### src/rtl/matmul_pkg.sv
// Shared types and helpers for the sequential matrix multiplier.
// Holds the FSM state enum, size defaults and row-major addressing.
package matmul_pkg;

  localparam int MAX_SIZE_DEF = 10;
  localparam int DATA_W_DEF   = 32;

  typedef enum logic [2:0] {
    IDLE,
    RUN,
    DRAIN,
    WRITE,
    DONE
  } state_t;

  // Row-major address with a fixed pitch, independent of the run's N.
  function automatic int unsigned addr(
    input int unsigned row,
    input int unsigned col,
    input int unsigned pitch = MAX_SIZE_DEF
  );
    return row * pitch + col;
  endfunction

endpackage

### src/rtl/matmul_mac.sv
// Single multiply-accumulate with a one-cycle tag pipeline.
// Ports: clk, rst_n, in_valid/first (tag of issued pair), a/b, acc.
module matmul_mac #(
  parameter int DATA_W = 32
) (
  input  logic              clk,
  input  logic              rst_n,
  input  logic              in_valid,
  input  logic              first,
  input  logic [DATA_W-1:0] a,
  input  logic [DATA_W-1:0] b,
  output logic [DATA_W-1:0] acc
);

  logic              r_vld;
  logic              r_first;
  logic [DATA_W-1:0] r_acc;
  logic [DATA_W-1:0] w_prod;

  // Operands arrive one cycle after their address, so the
  // tag is delayed by one register to line up with them.
  assign w_prod = a * b;
  assign acc    = r_acc;

  always_ff @(posedge clk or negedge rst_n) begin
    if (!rst_n) begin
      r_vld   <= 1'b0;
      r_first <= 1'b0;
      r_acc   <= '0;
    end else begin
      r_vld   <= in_valid;
      r_first <= first;
      if (r_vld) begin
        r_acc <= r_first ? w_prod : r_acc + w_prod;
      end
    end
  end

endmodule

### src/rtl/matmul_seq_ctrl.sv
// Sequencer for C = A x B over row-major memories using one MAC.
// Ports: start/matrix_size in, busy/done/err out, A/B read, C write.
module matmul_seq_ctrl
  import matmul_pkg::*;
#(
  parameter int MAX_SIZE = MAX_SIZE_DEF,
  parameter int DATA_W   = DATA_W_DEF,
  parameter int ADDR_W   = $clog2(MAX_SIZE * MAX_SIZE)
) (
  input  logic              clk,
  input  logic              rst_n,
  input  logic              start,
  input  logic [31:0]       matrix_size,
  output logic              busy,
  output logic              done,
  output logic              err,
  output logic [ADDR_W-1:0] a_addr,
  output logic [ADDR_W-1:0] b_addr,
  input  logic [DATA_W-1:0] a_rdata,
  input  logic [DATA_W-1:0] b_rdata,
  output logic              c_we,
  output logic [ADDR_W-1:0] c_addr,
  output logic [DATA_W-1:0] c_wdata
);

  localparam int CNT_W = $clog2(MAX_SIZE + 1);

  state_t           r_state;
  state_t           w_next;
  logic [CNT_W-1:0] r_n;
  logic [CNT_W-1:0] r_i;
  logic [CNT_W-1:0] r_j;
  logic [CNT_W-1:0] r_k;
  logic             r_err;
  logic [CNT_W-1:0] w_n_m1;
  logic             w_legal;
  logic             w_k_last;
  logic             w_j_last;
  logic             w_i_last;
  logic             w_mac_vld;
  logic             w_mac_first;

  assign w_legal  = (matrix_size != 32'd0)
                 && (matrix_size <= 32'(MAX_SIZE));
  assign w_n_m1   = r_n - CNT_W'(1);
  assign w_k_last = (r_k == w_n_m1);
  assign w_j_last = (r_j == w_n_m1);
  assign w_i_last = (r_i == w_n_m1);

  // Counters only move in RUN/WRITE, so addresses hold elsewhere.
  assign a_addr = ADDR_W'(addr(32'(r_i), 32'(r_k), MAX_SIZE));
  assign b_addr = ADDR_W'(addr(32'(r_k), 32'(r_j), MAX_SIZE));
  assign c_addr = ADDR_W'(addr(32'(r_i), 32'(r_j), MAX_SIZE));

  assign w_mac_vld   = (r_state == RUN);
  assign w_mac_first = (r_k == '0);

  matmul_mac #(
    .DATA_W (DATA_W)
  ) u_mac (
    .clk      (clk),
    .rst_n    (rst_n),
    .in_valid (w_mac_vld),
    .first    (w_mac_first),
    .a        (a_rdata),
    .b        (b_rdata),
    .acc      (c_wdata)
  );

  always_ff @(posedge clk or negedge rst_n) begin
    if (!rst_n) begin
      r_state <= IDLE;
    end else begin
      r_state <= w_next;
    end
  end

  always_comb begin
    w_next = r_state;
    busy   = 1'b0;
    done   = 1'b0;
    err    = 1'b0;
    c_we   = 1'b0;
    unique case (r_state)
      IDLE: begin
        if (start) begin
          w_next = w_legal ? RUN : DONE;
        end
      end
      RUN: begin
        busy = 1'b1;
        if (w_k_last) begin
          w_next = DRAIN;
        end
      end
      DRAIN: begin
        busy   = 1'b1;
        w_next = WRITE;
      end
      WRITE: begin
        busy   = 1'b1;
        c_we   = 1'b1;
        w_next = (w_i_last && w_j_last) ? DONE : RUN;
      end
      DONE: begin
        done   = 1'b1;
        err    = r_err;
        w_next = IDLE;
      end
      default: w_next = IDLE;
    endcase
  end

  always_ff @(posedge clk or negedge rst_n) begin
    if (!rst_n) begin
      r_n   <= '0;
      r_i   <= '0;
      r_j   <= '0;
      r_k   <= '0;
      r_err <= 1'b0;
    end else begin
      unique case (r_state)
        IDLE: begin
          if (start) begin
            r_err <= !w_legal;
            if (w_legal) begin
              r_n <= matrix_size[CNT_W-1:0];
              r_i <= '0;
              r_j <= '0;
              r_k <= '0;
            end
          end
        end
        RUN: begin
          if (!w_k_last) begin
            r_k <= r_k + CNT_W'(1);
          end
        end
        WRITE: begin
          // Last element keeps its indices so addresses hold.
          if (!(w_i_last && w_j_last)) begin
            r_k <= '0;
            if (w_j_last) begin
              r_j <= '0;
              r_i <= r_i + CNT_W'(1);
            end else begin
              r_j <= r_j + CNT_W'(1);
            end
          end
        end
        default: ;
      endcase
    end
  end

endmodule
### config.mk
export PLATFORM = sky130hd
export DESIGN_NAME = matmul_seq_ctrl
export DESIGN_NICKNAME = d
export VERILOG_FILES = /design/src/rtl/matmul_pkg.sv /design/src/rtl/matmul_mac.sv /design/src/rtl/matmul_seq_ctrl.sv
export SDC_FILE = /design/constraint.sdc
export NUM_CORES = 1
export LEC_CHECK = 0
export CAP_MARGIN = 5
export CELL_PAD_IN_SITES_DETAIL_PLACEMENT = 1
export CELL_PAD_IN_SITES_GLOBAL_PLACEMENT = 1
export CORE_MARGIN = 2
export CORE_UTILIZATION = 43
export DETAILED_ROUTE_END_ITERATION = 12
export GPL_TIMING_DRIVEN = 0
export HOLD_SLACK_MARGIN = 0.02
export PLACE_DENSITY = 0.83
export SETUP_SLACK_MARGIN = 0.2
export SLEW_MARGIN = 25
export SYNTH_ARGS = -nofsm -noshare
export SYNTH_HDL_FRONTEND = slang
export SYNTH_SLANG_ARGS = --single-unit
### constraint.sdc
create_clock -name clk -period 2.93 [get_ports clk]
set_input_delay 0.293 -clock clk [delete_from_list [all_inputs] [get_ports clk]]
set_output_delay 0.293 -clock clk [all_outputs]
set_load 0.01 [all_outputs]
==> results of run 1 <==
[logic make-up after synthesis]
group / Yosys count / synth area share [%]
compound gates: 234 / 7.159
xor+xnor: 140 / 6.006
fa+ha+maj: 590 / 51.39
buf+inv: 529 / 9.782
flops: 54 / 6.619
mux: 18 / 0.9132
simple gates: 746 / 18.14
[sequential cells by signal (all words and copies together), names as in the netlist]
signal,cells
r_state,3
r_j,4
r_i,4
r_k,4
r_n,4
u_mac.acc,32
u_mac.r_vld,1
r_err,1
u_mac.r_first,1
[metrics by stage]
step | cells | utilization, % | TNS [ns] | area [sq um]
CTS | 3156 | 54.13 | -113.00 | 25310
global placement | 3066 | 49.73 | -163.79 | 23250
floorplan | 2311 | - | -100.39 | 21010
finish | 3188 | 55.51 | -119.45 | 25950
global route | 3188 | 55.51 | -124.55 | 25950
detailed placement | 3067 | 49.77 | -157.11 | 23270
[placed cells by master (no fill, tap or decap), types with 15 or more instances in the layout]
cell type,Yosys,final
clkbuf_8,0,35
nor2_1,82,71
dfrtp_1,54,47
ha_1,176,119
xor2_1,30,25
inv_1,423,410
clkbuf_2,0,15
clkbuf_4,0,16
buf_4,3,110
fa_2,0,17
clkbuf_1,100,18
xnor2_1,110,96
a21oi_2,1,30
clkdlybuf4s50_1,0,103
clkbuf_16,0,16
fa_1,414,397
nand2_1,295,290
and2_1,278,268
ha_4,0,49
o21ai_0,41,23
a21o_1,28,28
buf_2,0,15
a21oi_1,94,58
nor2b_1,15,15
[how the worst max path moves through the flow]
stage                      from  depth (start not counted)  slack [ns]                         to
finish              a_rdata[17]                         29       -5.52  u_mac.acc[31]$_DFFE_PN0P_
global route         b_rdata[3]                         30       -5.68  u_mac.acc[29]$_DFFE_PN0P_
CTS                  b_rdata[3]                         35       -5.43  u_mac.acc[30]$_DFFE_PN0P_
detailed placement   a_rdata[6]                         34       -7.11  u_mac.acc[31]$_DFFE_PN0P_
global placement     a_rdata[6]                         34       -6.76  u_mac.acc[31]$_DFFE_PN0P_
floorplan            b_rdata[4]                         34       -4.98  u_mac.acc[31]$_DFFE_PN0P_
[area by class of cell]
class                      instances  area, sq um
timing repair buffer             261         2307
multi-input combinational       1728        18600
inverter                         423         1588
sequential                        54         1360
clock buffer                       5        125.1
tap                              607        759.5
fill                            5244        20800
clock inverter                     3        47.55
antenna                            1        2.502
buffer                           106         1164
[routing by layer]
metal,part of all wire [%],wire [um],vias to the layer above,global-route usage (%)
li1,-,-,7555,-
met1,36,29510,9370,38.42
met3,8.9,7341,359,6.162
met5,0.057,47,-,0
met4,6.3,5179,8,14.60
met2,49,40290,999,56.32
[repair_timing]
action                                  4_1_cts  5_1_grt
hold buffers                                  1        0
pin swaps                                    84       93
hold endpoints to repair                     19        0
cloned                                        3        0
setup buffers                                77       31
gates resized for setup                     443      146
endpoints found under the setup margin       55       44
==> summary.md, run 1 <==
| Metric | Value |
|---|---|
| Post-route minimum period | 8.448 ns |
| Crit. End Element | flop |
| Number of synthesized flops with an enable pin | 0 |
| WHS | about 0.41 ns |
| DRT Wirelength | roughly 82000 um |
| DR vias/cell | 5.737 |
| Slew @ Worst Pin | 0.9376 ns |
| Sum of buffers and inverters on the critical path | 5 |
| Critical Path Most Common Cell | fa_1 |
| Delay of the slowest critical-path stage | approximately 0.61 ns |
| Worst setup margin | -5.518 ns |
| Synth async-reset ratio | 100.0% |
| Kind of cell adding the most delay to the critical path | adder cells |
| All-Layer GR Usage | 32.20% |
| Post-synthesis sequential area ratio | 6.619% |
| Largest net degree at the start of global routing | 36 |
| Vias | roughly 18000 |
| Port buffer count | 148 |
| H-tree levels | 2 |
| Synth warn | 0 |
| Post-synth top area cell | fa_1 |
| Yosys reg bits | between 50 and 60 |
| Top FF cell, synth | dfrtp_1 |
| Period utilisation layout | 288.3% |
| RD Place Congestion | 0.9485 |
| Post-detailed-route count of antenna-violating nets | 0 |
| Layout cell share with drive strength beyond 1 | 18.49% |
| Final #Nets | 3268 |
| Number of global-route vias before repair | approximately 21000 |
| Final number of setup-violating endpoints | 29 |
| RR Startpoint | u_mac.acc[0]$_DFFE_PN0P_ |
| Worst-case clock buffer depth | 2 |
| Remaining DRCs | 0 |
| Core area | 46750 sq um |
| CP Launch Type | input pin |
| Cells on worst reg2reg path | 14 |
| Cell area after synthesis | 20410 sq um |
| Post-Syn Nets | 3000 |
| Outcome | finished with violations |
| Global-route wire length before repair | 121200 um |
| Netlist cell types | 61 |
| Die Ht | 221.9 um |
| DP Worst Slack | -7.113 ns |
| Fin. Hold Viols | 0 |
| Fin. max-slew vios | 0 |
| Iter 0 DRT Violations | 1311 |
| Avg Synthesized Cell Area | slightly below 9 sq um |
| Top cells by area, synth | fa_1 41%, ha_1 11%, and2_1 8.5%, inv_1 7.8%, dfrtp_1 6.6% |
| CP arrival | 8.67 ns |
| Worst Path Required | about 3.2 ns |
| TritonCTS clock tree | yes |
| Hpwl dp | 60960 um |
| Synth top cells by count | 423 x inv_1, 414 x fa_1, 295 x nand2_1 |
| RSZ-0062 raised after global routing | true |
| Area share of the largest cell type after synthesis | roughly 41% |
| Violated checks | setup timing |
| Critical R2R Capture | u_mac.acc[18]$_DFFE_PN0P_ |
| Mapped Cells | 2311 |
| Horiz. Die Dim | 221.9 um |
| Die area | slightly below 50000 sq um |
| DR pass1 iterations | 5 |
| Max FO, Critical Path | 10 |
| Max-cap viol count | 0 |
| CTS clock-pin slew for the worst setup and hold paths | approximately 0.08 ns |
| Starting Density | between 40% and 50% |
| Worst slew margin | 37.49% |
| CTS root buf | clkbuf_16 |
| CTS Sinks | 54 |
| Total congestion overflow | 0 |
| Drt wl/cell | 25.84 um |
| WS Path Type | in -> reg |
| Count leader, synth | inv_1 |
| Final Skew | between 0.009 and 0.01 ns |
| Initial antenna violation count | 8 |
| Max Freq | around 120 MHz |
| Area growth syn-to-layout | 27.12% |
| Hold Crit Class | in -> async |
| Clk_lat worst skew | 0.32 ns |
| IO Pins | about 160 |
| Rows | slightly below 80 |
| Slowest stage cell on the critical path | fa_1 |
| CTS Buf Count | 5 |
| R2R Setup Slk | -0.54 ns |
Power of run 1 is left out: the tool's default activity adds up to more than one toggle a clock period on the data nets, which glitch-free logic cannot reach.
==> inputs of run 2 (changes only) <==
--- a/config.mk
+++ b/config.mk
@@ -13,7 +13,7 @@
 export DETAILED_ROUTE_END_ITERATION = 12
 export GPL_TIMING_DRIVEN = 0
 export HOLD_SLACK_MARGIN = 0.02
-export PLACE_DENSITY = 0.83
+export PLACE_DENSITY = 0.91
 export SETUP_SLACK_MARGIN = 0.2
 export SLEW_MARGIN = 25
 export SYNTH_ARGS = -nofsm -noshare
==> run 2 against run 1 <==
Against the previous run: the flow still finishes with violations (setup timing); register-to-register slack worse by 0.12 ns; critical path depth increased by 2; routed wire length up 15%; hold slack got worse by 0.022 ns; fmax is 2.8% lower; via count up 6.2%; largest cell class unchanged; highest routed layer unchanged.
==> summary.md, run 2 (synthesis gave the netlist of run 1 again) <==
| Metric | Value |
|---|---|
| Outcome | finished with violations |
| Violated checks | setup timing |
| Hold Crit Class | in -> async |
| Core area | 46750 sq um |
| Slew @ Worst Pin | 0.9125 ns |
| Number of global-route vias before repair | 22100 |
| Met2 wire length | 45520 um |
| DR top layer | met5 |
| Worst setup margin | -5.757 ns |
| Fin. max-slew vios | 0 |
| WL met3 | 9200 um |
| Largest net degree at the start of global routing | 42 |
| CTS Buf Count | 5 |
| Die area | 49240 sq um |
| Post-route minimum period | 8.687 ns |
| Area growth syn-to-layout | 28.76% |
| Final number of setup-violating endpoints | 29 |
| Worst Path Required | about 3.2 ns |
| Final #Nets | 3275 |
| Clk_lat worst skew | 0.31 ns |
| Final Skew | 0.01223 ns |
| Max-cap viol count | 0 |
| All-Layer GR Usage | a little over a third |
| Fillers | 5214 |
| Critical Path Most Common Cell | fa_1 |
| Horiz. Die Dim | 221.9 um |
| Slowest stage cell on the critical path | fa_2 |
| Max Freq | about 120 MHz |
| Port buffer count | ~150 |
| Drt wl/cell | 29.61 um |
| Iter 0 DRT Violations | around 1600 |
| DR pass1 iterations | 5 |
| TritonCTS clock tree | yes |
| Total congestion overflow | 0 |
| Starting Density | 43.66% |
| CP Launch Type | input pin |
| IO Pins | 156 |
| Die Ht | 221.9 um |
| Vias | 19430 |
| Hpwl dp | 62530 um |
| Period utilisation layout | 296.5% |
| Met1 wire length | 31710 um |
| Max reg flops | 32 |
| H-tree levels | 2 |
| WS Path Type | in -> reg |
| Commonest cells after routing, fill and taps aside | 403 x inv_1, 388 x fa_1, 285 x nand2_1, 260 x and2_1, 115 x ha_1 |
| Global-route wire length before repair | approximately 140000 um |
| CP arrival | 8.91 ns |
| Max FO, Critical Path | 6 |
| Final Util | 56.22% |
| Most common cell after layout, fill and taps aside | inv_1 |
| CTS clock-pin slew for the worst setup and hold paths | 0.08 ns |
| Initial antenna violation count | 5 |
| Fin. Hold Viols | 0 |
| Worst slew margin | 39.17% |
| Crit. End Element | flop |
| RSZ-0062 raised after global routing | true |
| CTS root buf | clkbuf_16 |
| Worst-case clock buffer depth | 2 |
| DRT Wirelength | between 90000 and 100000 um |
| DR vias/cell | 6.081 |
| Delay of the slowest critical-path stage | 0.64 ns |
| Layout cell share with drive strength beyond 1 | 20.33% |
| CTS Sinks | 54 |
| Post-detailed-route count of antenna-violating nets | 0 |
| RD Place Congestion | between 0.9 and 1 |
| Rows | 79 |
| Remaining DRCs | 0 |
[run 2: cell types whose count changed in the layout (fill, tap and decap cells not counted), moves of 9 or more]
| cell | delta |
|---|---|
| buf_4 | -9 |
| buf_6 | +11 |
| fa_1 | -9 |
| fa_2 | +9 |
[run 2: metal layers]
layer  vias to the layer above  track usage, %
li1                       7571               -
met1                      9878           40.29
met2                      1369           61.84
met3                       612           9.701
met4                         4           22.97
met5                         -               0
[run 2: worst paths after layout]
check | start | endpoint | slack (ns) | depth (start not counted)
hold / removal | rst_n | u_mac.acc[12]$_DFFE_PN0P_ | 0.39 | 2
setup reg to reg | u_mac.acc[0]$_DFFE_PN0P_ | u_mac.acc[24]$_DFFE_PN0P_ | -0.66 | 12
max in group asynchronous | rst_n | r_i[2]$_DFFE_PN0P_ | 2.02 | 3
min in group clk | r_err$_DFFE_PN0P_ | r_err$_DFFE_PN0P_ | 0.54 | 2
hold reg to reg | r_err$_DFFE_PN0P_ | r_err$_DFFE_PN0P_ | 0.54 | 2
setup / recovery | b_rdata[4] | u_mac.acc[31]$_DFFE_PN0P_ | -5.76 | 31
[run 2: layout make-up]
cell class	instances	area (sq um)	area share, %
antenna	2	5.005	0.01904
buffer	106	1160	4.412
clock buffer	6	138.9	0.5283
clock inverter	2	17.52	0.06664
inverter	423	1588	6.040
multi-input combinational	1728	18810	71.57
sequential	54	1361	5.179
tap	607	759.5	2.889
timing repair buffer	268	2444	9.296
[run 2: metrics by stage]
step                      area (sq um)  TNS, ns  cells  setup slack, ns  hold WS [ns]
after floorplan                  21010  -100.39   2311           -4.975     -0.002591
after global placement           23250  -157.07   3066           -6.698        0.4819
after detailed placement         23270  -156.42   3067           -7.006        0.1679
after CTS                        25330  -112.69   3149           -5.346        0.3903
after global routing             26280  -124.54   3194           -5.897        0.4115
final                            26290  -121.73   3196           -5.757        0.3883
[run 2: critical path: cells and delay by family]
kind	cells	cell delay [ns]
buf+inv	6	0.76
fa+ha+maj	10	4.88
simple gates	4	0.52
compound gates	10	2.23
xor+xnor	1	0.17
[run 2: repair_timing]
action / in CTS / in global routing
setup buffers: 72 / 45
pin swaps: 109 / 91
endpoints found under the setup margin: 52 / 46
hold buffers: 1 / 0
gates cloned: 1 / 0
hold endpoints to repair: 13 / 0
gates resized for setup: 464 / 181
Power of run 2 is left out for the same reason.
